File: src/rtl/pwm_ramp_ctrl.sv
// Soft-start/soft-stop duty sequencer for a 10-step PWM.
// Accepts a target duty code over valid/ready and slews the PWM duty one step
// per RAMP_PERIODS PWM periods. Duty only changes on the edge ending a period,
// except for emergency stop, which forces duty to 0 on the next edge.
module pwm_ramp_ctrl #(
    parameter int unsigned PERIOD_CYC   = 1000,
    parameter int unsigned RAMP_PERIODS = 4,
    parameter int unsigned MAX_DUTY     = 10
) (
    input  logic       clk,
    input  logic       reset,
    input  logic       tgt_valid,
    input  logic [3:0] tgt_duty,
    output logic       tgt_ready,
    input  logic       estop,
    output logic [3:0] duty,
    output logic       period_start,
    output logic       busy,
    output logic       at_target,
    output logic       err_range
);

    localparam int unsigned CNT_W  = (PERIOD_CYC > 1) ? $clog2(PERIOD_CYC) : 1;
    localparam int unsigned STEP_W = $clog2(RAMP_PERIODS + 1);

    localparam logic [CNT_W-1:0]  CNT_LAST  = CNT_W'(PERIOD_CYC - 1);
    localparam logic [STEP_W-1:0] STEP_LAST = STEP_W'(RAMP_PERIODS - 1);
    localparam logic [3:0]        DUTY_MAX  = 4'(MAX_DUTY);

    typedef enum logic [1:0] {
        IDLE  = 2'd0,
        RAMP  = 2'd1,
        ESTOP = 2'd2
    } state_t;

    state_t            state;
    state_t            state_nxt;
    logic [CNT_W-1:0]  per_cnt;
    logic [CNT_W-1:0]  per_cnt_nxt;
    logic              wrap;
    logic [STEP_W-1:0] step_cnt;
    logic [STEP_W-1:0] step_nxt;
    logic [3:0]        target;
    logic [3:0]        target_nxt;
    logic [3:0]        duty_nxt;
    logic [3:0]        duty_step;
    logic [3:0]        clamped;
    logic              err_nxt;

    // Free-running period counter; wrap marks the last cycle of each period
    always_comb begin
        wrap        = (per_cnt == CNT_LAST);
        per_cnt_nxt = wrap ? '0 : per_cnt + CNT_W'(1);
    end

    // Target clamp and the next duty one step toward the captured target
    always_comb begin
        clamped   = (tgt_duty > DUTY_MAX) ? DUTY_MAX : tgt_duty;
        duty_step = (target > duty) ? duty + 4'd1 : duty - 4'd1;
    end

    // Period counter and registered period_start pulse
    always_ff @(posedge clk or posedge reset) begin
        if (reset) begin
            per_cnt      <= '0;
            period_start <= 1'b0;
        end else begin
            per_cnt      <= per_cnt_nxt;
            period_start <= (per_cnt_nxt == CNT_LAST);
        end
    end

    // FSM state and datapath registers
    always_ff @(posedge clk or posedge reset) begin
        if (reset) begin
            state     <= IDLE;
            step_cnt  <= '0;
            target    <= '0;
            duty      <= '0;
            err_range <= 1'b0;
        end else begin
            state     <= state_nxt;
            step_cnt  <= step_nxt;
            target    <= target_nxt;
            duty      <= duty_nxt;
            err_range <= err_nxt;
        end
    end

    // Next-state and datapath update; estop overrides everything
    always_comb begin
        state_nxt  = state;
        step_nxt   = step_cnt;
        target_nxt = target;
        duty_nxt   = duty;
        err_nxt    = 1'b0;
        if (estop) begin
            state_nxt  = ESTOP;
            step_nxt   = '0;
            target_nxt = '0;
            duty_nxt   = '0;
        end else begin
            case (state)
                IDLE: begin
                    if (tgt_valid) begin
                        target_nxt = clamped;
                        step_nxt   = '0;
                        err_nxt    = (tgt_duty > DUTY_MAX);
                        if (clamped != duty) begin
                            state_nxt = RAMP;
                        end
                    end
                end
                RAMP: begin
                    if (wrap) begin
                        if (step_cnt == STEP_LAST) begin
                            step_nxt = '0;
                            duty_nxt = duty_step;
                            if (duty_step == target) begin
                                state_nxt = IDLE;
                            end
                        end else begin
                            step_nxt = step_cnt + STEP_W'(1);
                        end
                    end
                end
                ESTOP: begin
                    state_nxt = IDLE;
                end
                default: begin
                    state_nxt = IDLE;
                end
            endcase
        end
    end

    // Status decoded from state and registers
    always_comb begin
        tgt_ready = (state == IDLE);
        busy      = (state == RAMP);
        at_target = (state == IDLE) && (duty == target);
    end

endmodule
File: config.mk
export PLATFORM = sky130hd
export DESIGN_NAME = pwm_ramp_ctrl
export DESIGN_NICKNAME = d
export VERILOG_FILES = /design/src/rtl/pwm_ramp_ctrl.sv
export SDC_FILE = /design/constraint.sdc
export NUM_CORES = 1
export LEC_CHECK = 0
export ABC_AREA = 1
export CAP_MARGIN = 15
export CORE_ASPECT_RATIO = 1.75
export CORE_UTILIZATION = 40
export DETAILED_ROUTE_END_ITERATION = 10
export GPL_ROUTABILITY_DRIVEN = 0
export HOLD_SLACK_MARGIN = 0.03
export PLACE_DENSITY = 0.7
export SYNTH_ARGS = -nofsm -noshare
export SYNTH_HDL_FRONTEND = slang
export SYNTH_SLANG_ARGS = --single-unit
File: constraint.sdc
create_clock -name clk -period 2.13 [get_ports clk]
set_input_delay 0.426 -clock clk [delete_from_list [all_inputs] [get_ports clk]]
set_output_delay 0.426 -clock clk [all_outputs]
set_load 0.05 [all_outputs]
==> summary.txt, run 1 <==
Timing
  – Rel. slew slack: 0.662
  – Post-Route Skew: 5.01 ps
  – Fin worst setup slack: -224 ps
  – Final Hold Viols: 0
  – Tcrit/Tclk final: 1.11
  – WHS: 482 ps
  – Worst slew pin tran: 502 ps
  – RSZ-0062 raised after global routing: true
  – Max Fclk: 425 MHz
  – Fin crit period: 2350 ps
  – Final setup fails: 2
  – Max-slew violation count: 0

Floorplanning
  – Core area: 3590 sq um
  – Starting density of the core: 0.417
  – Io pins: 17
  – Row cnt: 29
  – Width of the die: 48.3 microns
  – Die area: 4010 sq um
  – Die height: 83.0 microns

Placed design
  – HPWL after detailed placement: 2830 microns
  – IO Port Bufs: 16
  – Pre-CTS WS: -188 ps
  – Placed cell area: 1890 sq um

Critical path
  – RR Endpoint: state[0]
  – CP most frequent cell: nand2_1
  – CP Capture Point: state[0]
  – Crit-path max FO: 3
  – RR Startpoint: target[1]
  – CP Launch Type: flop
  – R2R setup slack: -220 ps
  – CP Class: flop to flop
  – Slowest-stage cell, CP: fa_2
  – Worst R2R Path Depth: 14
  – Critical Path, Cell by Cell: ha_4 -> nand2_2 -> nand2_2 -> nand2_4 -> a21oi_4 -> fa_2 -> a21oi_2 -> o211ai_1 -> nor2_1 -> nand3_1 -> nand2_1 -> nand2_1 -> nand2_1 -> nand2_1
  – CP arrival: 2520 ps
  – CP Data Required Time: 2300 ps
  – CP startpoint: target[1]
  – Crit end category: flop
  – Critical Path Max Stage Delay: 490 ps

Synthesis
  – Syn nets: 206
  – Register area share after synthesis: 0.417
  – Syn Inst Count: 188
  – Top_reg_cell synth: dfrtp_1
  – Async SR Flop Fraction: 1.00
  – Yosys cell types: 25
  – Number of synthesis warnings: 0
  – Yosys top cell by area: dfrtp_1
  – Avg Cell Area, Syn: 7.97 sq um
  – Synth top area cells: dfrtp_1 42%, inv_1 11%, nand2_1 7.8%
  – Synth top area share: 0.417
  – #FFs+latches synth: 25
  – Synth Cell Area: 1500 sq um
  – Post-synth EDFFs: 0

Power and ir drop
  – Total power: 1.47 mW
  – VDD IR max: 0.000595 V
  – PD cells: 692 nW/um^2
  – LEAKAGE: 1.01 nW

Route
  – Vias per cell: 5.04
  – Vias: 1385
  – Total wire length: 3830 microns
  – Initial DRC count: 41
  – Drt pass-1 iters: 4
  – DRC Markers: 0
  – WL per Instance: 13.9 microns
  – Routed Antenna Nets: 0

Layout
  – Post-route cell area: 2130 sq um
  – Layout area overhead: 41.8%
  – FILL cells: 298
  – Antenna diode count: 0
  – Layout cells sized above 1: 0.306
  – Final Core Density: 0.592
  – NumNets Final: 248

Clocking
  – CTS tree: done
  – Worst-path clk slew: 90 ps
  – Clk root buf: clkbuf_8
  – Clk_lat worst skew: 260 ps
  – Num Clock Sinks: 25
  – CTS buffer count: 3
  – Hold-fix buffers, CTS: 0
  – H-Tree Depth: 1
  – CTS max path bufs: 2

Hold path
  – Type of the worst min-delay path: flop to flop

Status
  – Status: finished with violations
  – Failing checks: setup timing

Job
  – Max cap viols: 0

GRT
  – First-pass GRT wire length: 6280 microns
  – Antenna violations before repair: 0
  – Largest net degree at the start of global routing: 26
  – Total GRT Usage: 0.218
  – Vias in the first global route: 1468
  – Grt ovf: 0
per-layer routing:
layer,track usage,vias to the layer above,part of all wire
met4,0.141,0,0.074
met2,0.364,34,0.52
li1,-,687,-
met3,0.0261,19,0.026
met5,0,-,0
met1,0.233,645,0.38
power by group:
group	switching, mW	internal, mW
Clock	0.146	0.134
Sequential	0.0152	0.492
Combinational	0.371	0.314
worst max-delay path, delay by kind of cell, from the launching register on:
family          cells  cell delay [ps]
compound gates      3              450
fa+ha+maj           2              790
flops               1              420
simple gates        9              590
worst min-delay path by stage:
stage / startpoint / end / slack, ps / depth (start not counted)
after global placement: state[0] / state[0] / 460 / 2
after CTS: state[0] / state[0] / 480 / 2
final: state[0] / state[0] / 480 / 2
after global routing: state[0] / state[0] / 530 / 2
after floorplan: state[0] / state[0] / 440 / 2
after detailed placement: state[0] / state[0] / 460 / 2
cell usage after synthesis (2+ instances only):
cell type   n
inv_1      42
o21bai_1    2
xor2_1      6
nor3_1      4
o21ai_0     6
a21oi_1     6
ha_1        9
o22ai_1     6
dfrtp_1    25
nand4_1     7
nand3_1    18
nor2_1     14
nand2_1    31
repair_timing:
| item | in CTS | in global routing |
|---|---|---|
| buffers inserted | 3 | 5 |
| setup endpoints to repair | 2 | 3 |
| gates resized for setup | 22 | 10 |
| pin swaps | 18 | 12 |
stage by stage:
| step | std cells | setup TNS, ps |
|---|---|---|
| after detailed placement | 264 | -316 |
| after floorplan | 188 | -379 |
| after global routing | 275 | -595 |
| final | 275 | -313 |
| after global placement | 264 | -268 |
| after CTS | 271 | -168 |
cell families after synthesis:
kind of cell | share of synthesized area
XOR/XNOR | 0.0409
adder cells (fa/ha/maj) | 0.0885
AO/OA/AOI/OAI | 0.108
buffers and inverters | 0.108
flip-flops | 0.417
AND/OR/NAND/NOR | 0.238
layout make-up:
type	instances	area [sq um]	area share
multi-input combinational	120	898	0.423
sequential	25	631	0.297
timing repair buffer	38	334	0.157
inverter	42	160	0.0753
tap	46	57.6	0.0271
clock buffer	4	45.0	0.0212
cell usage in the layout (no fill, tap or decap), drive strengths merged, types with 2 or more instances in the layout:
cell / n
dfrtp: 25
o22ai: 6
clkdlybuf4s50: 13
nor2: 14
nand2: 32
clkbuf: 4
a21oi: 7
ha: 9
xor2: 6
o21bai: 2
nor3: 5
o21ai: 7
nand4: 7
nand3: 19
buf: 25
inv: 42
sequential cells by signal, indices dropped and copies added (netlist names):
| name | count |
|---|---|
| per_cnt | 10 |
| duty | 4 |
| target | 4 |
| step_cnt | 3 |
| state | 2 |
| err_range | 1 |
| period_start | 1 |
No activity file was read; power rests on OpenSTA's default activity.
==> inputs of run 2 (changes only) <==
CAP_MARGIN = 20   (was 15)
==> results of run 2 <==
Final layout, timing and power as in run 1 (identical DEF).
